## src/rtl/rx_lane_fifo_pkg.sv

```systemverilog
// Shared PHY RX lane definitions: default lane geometry and the pause FSM encoding.
package rx_lane_fifo_pkg;

   localparam int DATA_W_DEF = 8;
   localparam int DEPTH_DEF  = 8;

   typedef enum logic {
      RUN   = 1'b0,
      PAUSE = 1'b1
   } pause_state_t;

endpackage

```

## src/rtl/rx_lane_fifo_mem.sv

```systemverilog
// DEPTH x DATA_W lane register file: one synchronous write port, one registered read port with enable.
module rx_lane_fifo_mem
   import rx_lane_fifo_pkg::*;
#(
   parameter  int DATA_W = DATA_W_DEF,
   parameter  int DEPTH  = DEPTH_DEF,
   localparam int AW     = $clog2(DEPTH)
) (
   input  logic              clk,
   input  logic              reset,
   input  logic              wr_en,
   input  logic [AW-1:0]     wr_addr,
   input  logic [DATA_W-1:0] wr_data,
   input  logic              rd_en,
   input  logic [AW-1:0]     rd_addr,
   output logic [DATA_W-1:0] rd_data
);

   logic [DATA_W-1:0] mem_reg [DEPTH];
   logic [DATA_W-1:0] rd_data_reg;

   // Array kept reset-free so it maps onto RAM; only the output register clears.
   always_ff @(posedge clk) begin
      if (wr_en) begin
         mem_reg[wr_addr] <= wr_data;
      end
   end

   // Same-address read/write (full FIFO, push+pop) returns the old word.
   always_ff @(posedge clk or negedge reset) begin
      if (!reset) begin
         rd_data_reg <= '0;
      end else if (rd_en) begin
         rd_data_reg <= mem_reg[rd_addr];
      end
   end

   assign rd_data = rd_data_reg;

endmodule

```

## src/rtl/rx_lane_fifo.sv

```systemverilog
// Per-lane RX FIFO behind the byte demux: pointers, occupancy, fill flags,
// hysteretic pause request and sticky overflow/underflow flags.
module rx_lane_fifo
   import rx_lane_fifo_pkg::*;
#(
   parameter  int DATA_W = DATA_W_DEF,
   parameter  int DEPTH  = DEPTH_DEF,
   localparam int AW     = $clog2(DEPTH)
) (
   input  logic              clk,
   input  logic              reset,
   input  logic              push_valid,
   input  logic [DATA_W-1:0] push_data,
   input  logic              pop,
   input  logic [AW:0]       umbral_af,
   input  logic [AW:0]       umbral_ae,
   output logic [DATA_W-1:0] pop_data,
   output logic              pop_valid,
   output logic [AW:0]       count,
   output logic              full,
   output logic              empty,
   output logic              almost_full,
   output logic              almost_empty,
   output logic              pause,
   output logic              overflow_err,
   output logic              underflow_err
);

   localparam logic [AW:0] FULL_CNT = (AW+1)'(DEPTH);

   logic [AW-1:0] wr_ptr_reg, wr_ptr_next;
   logic [AW-1:0] rd_ptr_reg, rd_ptr_next;
   logic [AW:0]   count_reg, count_next;
   logic          pop_valid_reg;
   logic          overflow_reg, underflow_reg;
   pause_state_t  state_reg, state_next;
   logic          push_acc, pop_acc;

   assign full         = (count_reg == FULL_CNT);
   assign empty        = (count_reg == '0);
   assign almost_full  = (count_reg >= umbral_af);
   assign almost_empty = (count_reg <= umbral_ae);

   // No bypass: a pop on an empty FIFO never sees the same-cycle push.
   assign pop_acc  = pop && !empty;
   assign push_acc = push_valid && (!full || pop_acc);

   always_comb begin
      wr_ptr_next = push_acc ? wr_ptr_reg + AW'(1) : wr_ptr_reg;
      rd_ptr_next = pop_acc  ? rd_ptr_reg + AW'(1) : rd_ptr_reg;
      count_next  = count_reg;
      case ({push_acc, pop_acc})
         2'b10:   count_next = count_reg + (AW+1)'(1);
         2'b01:   count_next = count_reg - (AW+1)'(1);
         default: count_next = count_reg;
      endcase
   end

   // Conflicting thresholds (both flags high) hold the current state.
   always_comb begin
      state_next = state_reg;
      case (state_reg)
         RUN:     if (almost_full && !almost_empty) state_next = PAUSE;
         PAUSE:   if (almost_empty && !almost_full) state_next = RUN;
         default: state_next = RUN;
      endcase
   end

   always_ff @(posedge clk or negedge reset) begin
      if (!reset) begin
         wr_ptr_reg    <= '0;
         rd_ptr_reg    <= '0;
         count_reg     <= '0;
         pop_valid_reg <= 1'b0;
         overflow_reg  <= 1'b0;
         underflow_reg <= 1'b0;
         state_reg     <= RUN;
      end else begin
         wr_ptr_reg    <= wr_ptr_next;
         rd_ptr_reg    <= rd_ptr_next;
         count_reg     <= count_next;
         pop_valid_reg <= pop_acc;
         state_reg     <= state_next;
         if (push_valid && !push_acc) overflow_reg  <= 1'b1;
         if (pop && !pop_acc)         underflow_reg <= 1'b1;
      end
   end

   rx_lane_fifo_mem #(
      .DATA_W (DATA_W),
      .DEPTH  (DEPTH)
   ) u_mem (
      .clk     (clk),
      .reset   (reset),
      .wr_en   (push_acc),
      .wr_addr (wr_ptr_reg),
      .wr_data (push_data),
      .rd_en   (pop_acc),
      .rd_addr (rd_ptr_reg),
      .rd_data (pop_data)
   );

   assign pop_valid     = pop_valid_reg;
   assign count         = count_reg;
   assign pause         = (state_reg == PAUSE);
   assign overflow_err  = overflow_reg;
   assign underflow_err = underflow_reg;

endmodule

```

## config.mk

```make
export PLATFORM = sky130hd
export DESIGN_NAME = rx_lane_fifo
export DESIGN_NICKNAME = d
export VERILOG_FILES = /design/src/rtl/rx_lane_fifo_pkg.sv /design/src/rtl/rx_lane_fifo_mem.sv /design/src/rtl/rx_lane_fifo.sv
export SDC_FILE = /design/constraint.sdc
export NUM_CORES = 1
export LEC_CHECK = 0
export CAP_MARGIN = 20
export CORE_ASPECT_RATIO = 0.7
export CORE_UTILIZATION = 35
export DETAILED_ROUTE_END_ITERATION = 7
export PLACE_DENSITY = 0.63
export SYNTH_ARGS = -nofsm -noshare
export SYNTH_HDL_FRONTEND = slang
export SYNTH_HIERARCHICAL = 1
export SYNTH_SLANG_ARGS = --single-unit
```

## constraint.sdc

```tcl
create_clock -name clk -period 3.15 [get_ports clk]
set_input_delay 0.63 -clock clk [delete_from_list [all_inputs] [get_ports clk]]
set_output_delay 0.63 -clock clk [all_outputs]
set_load 0.01 [all_outputs]
```

# Word-level counts from Yosys, hierarchy flattened
# Memories as Yosys holds them, arrays and structs flattened. A register that Yosys moved wholly into a read port is not among the register bits.
# Index checks and enable logic that the tools add are counted.
# W data, S select, Z words.
[word_totals]
regBits = 14
in_bits = 20
out_inout_bits = 20
ramBits = 64
n_memories = 1
elab_cells = 40
[op_classes]
add_sub_neg = 4
n_reduce_logical = 16
eq_ne = 3
muxes = 6
order_cmp = 2
n_bitwise = 1
[memory_table]
columns = ["name", "depth", "width", "read_ports", "rd_ports_with_merged_regs", "wr", "line_no", "rtl"]
rows = [
  ["u_mem.mem_reg", 8, 8, 1, 1, 1, "rx_lane_fifo_mem.sv:19", "logic [DATA_W-1:0] mem_reg [DEPTH];"],
]
[op_table]
columns = ["op", "n"]
rows = [
  ["$pmux W4 S2", 1],
  ["$logic_not A1 Y1", 7],
  ["$add A3 B1 Y3 const B", 2],
  ["$logic_and A1 B1 Y1", 6],
  ["$add A4 B1 Y4 const B", 1],
  ["$eq A4 B4 Y1 const B", 1],
  ["$ge A4 B4 Y1", 1],
  ["$le A4 B4 Y1", 1],
  ["$logic_not A4 Y1", 1],
  ["$mux W1", 4],
  ["$sub A4 B1 Y4 const B", 1],
  ["$eq A2 B1 Y1 const B", 1],
  ["$eq A2 B2 Y1 const B", 1],
  ["$pmux W1 S2", 1],
  ["$reduce_bool A2 Y1", 1],
  ["$logic_or A1 B1 Y1", 1],
  ["$not A1 Y1", 1],
]

# Longest topological paths before layout
# Gate-level depths: netlist of the first run.
[logic_depth]
ltp_word = 7
depth_mapped = 9
mapped_depth_nobuf = 9

# Modules after synthesis
# The synthesis of the first run kept the hierarchy.
[modules_own_cells]
columns = ["mod", "cells_per_inst", "area_each_um2", "n_inst", "seq_area_each_um2"]
rows = [
  ["rx_lane_fifo_mem", 169, 2861.5, 1, 2122.0],
  ["rx_lane_fifo", 89, 929.6, 1, 350.3],
]

# Worst setup path before layout of the first run
# No wires, ideal clock.
[synth_path]
kind = "reg2reg"
start = "register count_reg[1], in the netlist count[1]"
end = "register count_reg[3], in the netlist count[3]"
slack_ns = 0.446
arrival_time_ns = 2.580
required_ns = 3.026
setup_ns = 0.124
path_stages_with_launch = 9
n_path_buf = 0
period_less_slack_ns = 2.704
path_cell_list = "dfrtp_1 or4_4 inv_1 nor2_1 ha_1 a21o_1 a21oi_1 mux2_2 a211o_1"
[synth_via]
elab_chain_cells = 7
word_cells_on_any_way = 13
classes_between = "2 x add/sub; 3 x eq/ne; 1 x mux; 7 x reduce/logical"
[synth_lines]
columns = ["item", "line_no", "rtl"]
rows = [
  ["start: declaration", "rx_lane_fifo.sv:33", "logic [AW:0] count_reg, count_next;"],
  ["start signal: assignment", "rx_lane_fifo.sv:81", "count_reg <= count_next;"],
  ["$logic_not A4 Y1 (*)", "rx_lane_fifo.sv:40", "assign empty = (count_reg == '0);"],
  ["via empty", "rx_lane_fifo.sv:21", "output logic empty,"],
  ["$logic_not A1 Y1 (*)", "rx_lane_fifo.sv:45", "assign pop_acc = pop && !empty;"],
  ["$logic_and A1 B1 Y1 (*)", "rx_lane_fifo.sv:45", ""],
  ["$logic_or A1 B1 Y1", "rx_lane_fifo.sv:46", "assign push_acc = push_valid && (!full || pop_acc);"],
  ["$logic_and A1 B1 Y1", "rx_lane_fifo.sv:46", ""],
  ["$eq A2 B1 Y1 or $eq A2 B2 Y1 (tied branches)", "rx_lane_fifo.sv:52", "case ({push_acc, pop_acc})"],
  ["$pmux W4 S2 or $reduce_bool A2 Y1 (tied branches)", "--", ""],
]
# The timed path passes the listed nets; every way through them passes the cells marked *.
# A chain may end at the register's enable or synchronous reset.

# Final worst setup path of the first run
[layout_path]
start = "input port umbral_af[0]"
end = "output port almost_full"
[layout_via]
elab_chain_cells = 1
[layout_lines]
columns = ["item", "line_no", "rtl"]
rows = [
  ["start: declaration", "rx_lane_fifo.sv:15", "input logic [AW:0] umbral_af,"],
  ["$ge A4 B4 Y1", "rx_lane_fifo.sv:41", "assign almost_full = (count_reg >= umbral_af);"],
  ["end: declaration", "rx_lane_fifo.sv:22", "output logic almost_full,"],
]
# No other way between the ends.

==> results of run 1 <==
where the power goes:
group / switching [mW] / internal, mW
sequential: 0.297 / 1.48
clock: 0.427 / 0.535
combinational: 0.661 / 0.751
cell usage in the layout (no fill, tap or decap), types with 2 or more instances in the layout:
master / synthesis / routed
sky130_fd_sc_hd__a21oi_1: 3 / 3
sky130_fd_sc_hd__o21ai_0: 3 / 3
sky130_fd_sc_hd__a211o_1: 9 / 9
sky130_fd_sc_hd__nand2_1: 6 / 6
sky130_fd_sc_hd__buf_4: 2 / 14
sky130_fd_sc_hd__a41o_1: 8 / 8
sky130_fd_sc_hd__clkdlybuf4s50_1: 0 / 38
sky130_fd_sc_hd__inv_6: 0 / 2
sky130_fd_sc_hd__nand3_1: 9 / 9
sky130_fd_sc_hd__ha_1: 12 / 12
sky130_fd_sc_hd__nand2b_1: 7 / 7
sky130_fd_sc_hd__nor2_1: 9 / 9
sky130_fd_sc_hd__o21bai_1: 2 / 2
sky130_fd_sc_hd__edfxtp_1: 64 / 64
sky130_fd_sc_hd__a21o_1: 2 / 2
sky130_fd_sc_hd__mux2_2: 3 / 3
sky130_fd_sc_hd__nor2b_1: 18 / 18
sky130_fd_sc_hd__clkbuf_16: 0 / 9
sky130_fd_sc_hd__mux2i_1: 26 / 26
sky130_fd_sc_hd__dfrtp_1: 22 / 21
sky130_fd_sc_hd__a22oi_1: 9 / 9
sky130_fd_sc_hd__nor3_1: 4 / 4
sky130_fd_sc_hd__clkinv_2: 0 / 2
sky130_fd_sc_hd__xnor2_1: 4 / 4
sky130_fd_sc_hd__inv_1: 13 / 13
repair_timing:
item                                   in CTS  in global routing
gates resized for setup                     0                  2
setup endpoints to repair                   0                  1
endpoints found under the hold margin       0                  0
per-stage QoR:
step / util / cells
after floorplan: - / 258
after global routing: 0.4460 / 449
after CTS: 0.4457 / 449
final: 0.4460 / 449
after global placement: 0.4196 / 433
after detailed placement: 0.4196 / 433
how the worst min path moves through the flow:
stage               depth (start not counted)  slack (ps)             to     startpoint
finish                                      1         450  underflow_err  underflow_err
global route                                1         470  underflow_err  underflow_err
CTS                                         1         460  underflow_err  underflow_err
detailed placement                          1         450  underflow_err  underflow_err
global placement                            1         450  underflow_err  underflow_err
floorplan                                   0         330       count[0]          reset
cell type report:
type	count	area [um^2]	share of cell area
Clock inverter	7	47.55	0.01022
Multi-Input combinational cell	149	1195	0.2568
Inverter	13	48.80	0.01049
Timing Repair Buffer	53	498.0	0.1070
Clock buffer	9	225.2	0.04840
Tap cell	132	165.2	0.03549
Sequential cell	86	2474	0.5316
cell families (layout without fill, tap and decap cells):
family | count (synthesis) | after routing
multiplexers | 30 | 30
adder cells (fa/ha/maj) | 14 | 14
buffers and inverters | 23 | 82
XOR/XNOR | 5 | 5
flip-flops | 86 | 86
AO/OA/AOI/OAI | 42 | 42
AND/OR/NAND/NOR | 58 | 58
metal layers:
metal,GRT usage,up-vias
li1,-,1081
met1,0.1977,1129
met2,0.2225,36
met3,0.04309,10
met4,0.05257,0
met5,0,-
worst max-delay path: cells and delay by family:
family / cells / cell delay (ps)
compound gates: 2 / 330
simple gates: 1 / 140
buf+inv: 2 / 900
fa+ha+maj: 1 / 290
==> results.tsv, run 1 <==
metric	value	unit
run_status	completed	
detailed_place.area	4378	um^2
kind_of_critical_path	primary input to primary output	
static-leakage-power	1.823	nW
grt_max_degree	43	
cp.required	2520	ps
setup-violations-final	0	
area_share_of_xor_xnor_cells_in_the_synthesized_design	0.01155	
synth.top_cell.area_share	0.5069	
detail_route.drc_violations	0	
largest_register_ffs	64	
timing.critical_path.from_type	primary input	
cts_buffers	9	
top_level_ports	40	
h-tree-depth	3	
synth_top_family_by_area	compound AO/OA/AOI/OAI gates	
maxClockFrequency	0.3437	GHz
synth_enable_flop_cells	64	
std_cell_rows	31	
reg2reg_depth	8	
number_of_max_slew_violations_in_the_final_report	0	
cell_with_the_largest_stage_delay_on_the_worst_path	sky130_fd_sc_hd__clkdlybuf4s50_1	
synthTopCellsByCount	sky130_fd_sc_hd__edfxtp_1 (64), sky130_fd_sc_hd__mux2i_1 (26), sky130_fd_sc_hd__dfrtp_1 (22)	
drt_pre_antenna_iters	5	
groute.usage.overall	0.1453	
post-route-min-period	2910	ps
ys.warnings.count	6	
power_density	892.4	nW/um^2
avgSynthCellArea	14.69	um^2
hpwl	5104	um
layout-area-overhead-vs-synth	22.74	%
timing_worst_slew_pin_value	1045	ps
drtIter0Drc	160	
synthMuxAreaShare	0.08152	
coreArea	10430	um^2
cts_buffer_depth	2	
gp_congestion	0.7181	
netlist_area	3791	um^2
met2_length	3420	um
fin_worst_skew	9.699	ps
post-synth-top-area-cell	sky130_fd_sc_hd__edfxtp_1	
routedWlPerCell	16.68	um
syn_inst	258	
synth-compound-area-share	0.08944	
remaining_overflow_grt	0	
wl_met3	256	um
total_routed_wirelength	7490	um
insertion_delay	340	ps
postRouteAntennaNets	0	
synth_sequential_area_ratio	0.6521	
setup.worst_path.start	umbral_af[0]	
total_power	4.152	mW
clockRootBuffer	sky130_fd_sc_hd__clkbuf_16	
clkSinkCount	86	
grt_setup_unrepaired	false	
peakVddDrop	398.4	uV
most_common_cell_on_crit_path	sky130_fd_sc_hd__clkdlybuf4s50_1	
synthSimpleGateAreaFrac	0.08515	
floorplan.die.width	126.4	um
worst_setup_hold_path_clk_slew	60	ps
cp_data_arrival_time	2280	ps
slew_headroom	0.3031	
number_of_antenna_violations_at_the_first_check_in_global_routing	0	
grt_first_pass_wirelength	11820	um
timing.final.ws_setup	240.1	ps
r2r_start	count[0]	
design.die.area	11260	um^2
antenna_cell_count	0	
postSynthRegisterBits	86	
hold_path_class	flop to flop	
routed.top_layer	met4	
wl_met1	3711	um
r2r_end	count[3]	
post-place-ws	7.848	ps
timing.critical_path.to_type	primary output	
timing.final.crit_share	0.9238	
fin_worst_hold_slack	454.6	ps
finalHoldViolCount	0	
synth_area_leaders	sky130_fd_sc_hd__edfxtp_1 (51%), sky130_fd_sc_hd__dfrtp_1 (15%), sky130_fd_sc_hd__mux2i_1 (6.9%)	
critPathCapture	almost_full	
ys.flop_type	sky130_fd_sc_hd__edfxtp_1	
fin_setup_tns	0	ps
async_flop_share	0.2558	
synth_cell_types	42	
cts_tree	done	
critical_path.max_fanout	2	
yosys.area_share.adder	0.04752	
rrSetupSlack	420	ps
post_route_cells_drive_above_1_share	0.1199	
fp.dieH	89.08	um
post-cts-setup-buffer-count	0	
floorplan.initialDensity	0.3634	
vias	2256	
layout.filler_cells	915	
synth.most_common_cell	sky130_fd_sc_hd__edfxtp_1	
finalInstanceArea	4653	um^2
synthesized_net_count	291	
ctsHoldBuffers	0	
cells_along_the_critical_path	clkdlybuf4s50_1 > ha_1 > nand2b_1 > a211oi_1 > o21bai_1 > clkdlybuf4s50_1	
placement.io_buffers	39	
avgViaCountPerCell	5.024	
first_global_vias	2169	
post_layout_net_count	345	
worst_path_largest_cell_delay	490	ps
max_cap_violations	0	
No activity file was read; power rests on OpenSTA's default activity.
==> run 2: changes to the inputs <==
SLEW_MARGIN = 20   (was not set)
==> results of run 2 <==
No change in the layout: final DEF, timing and power equal those of run 1.
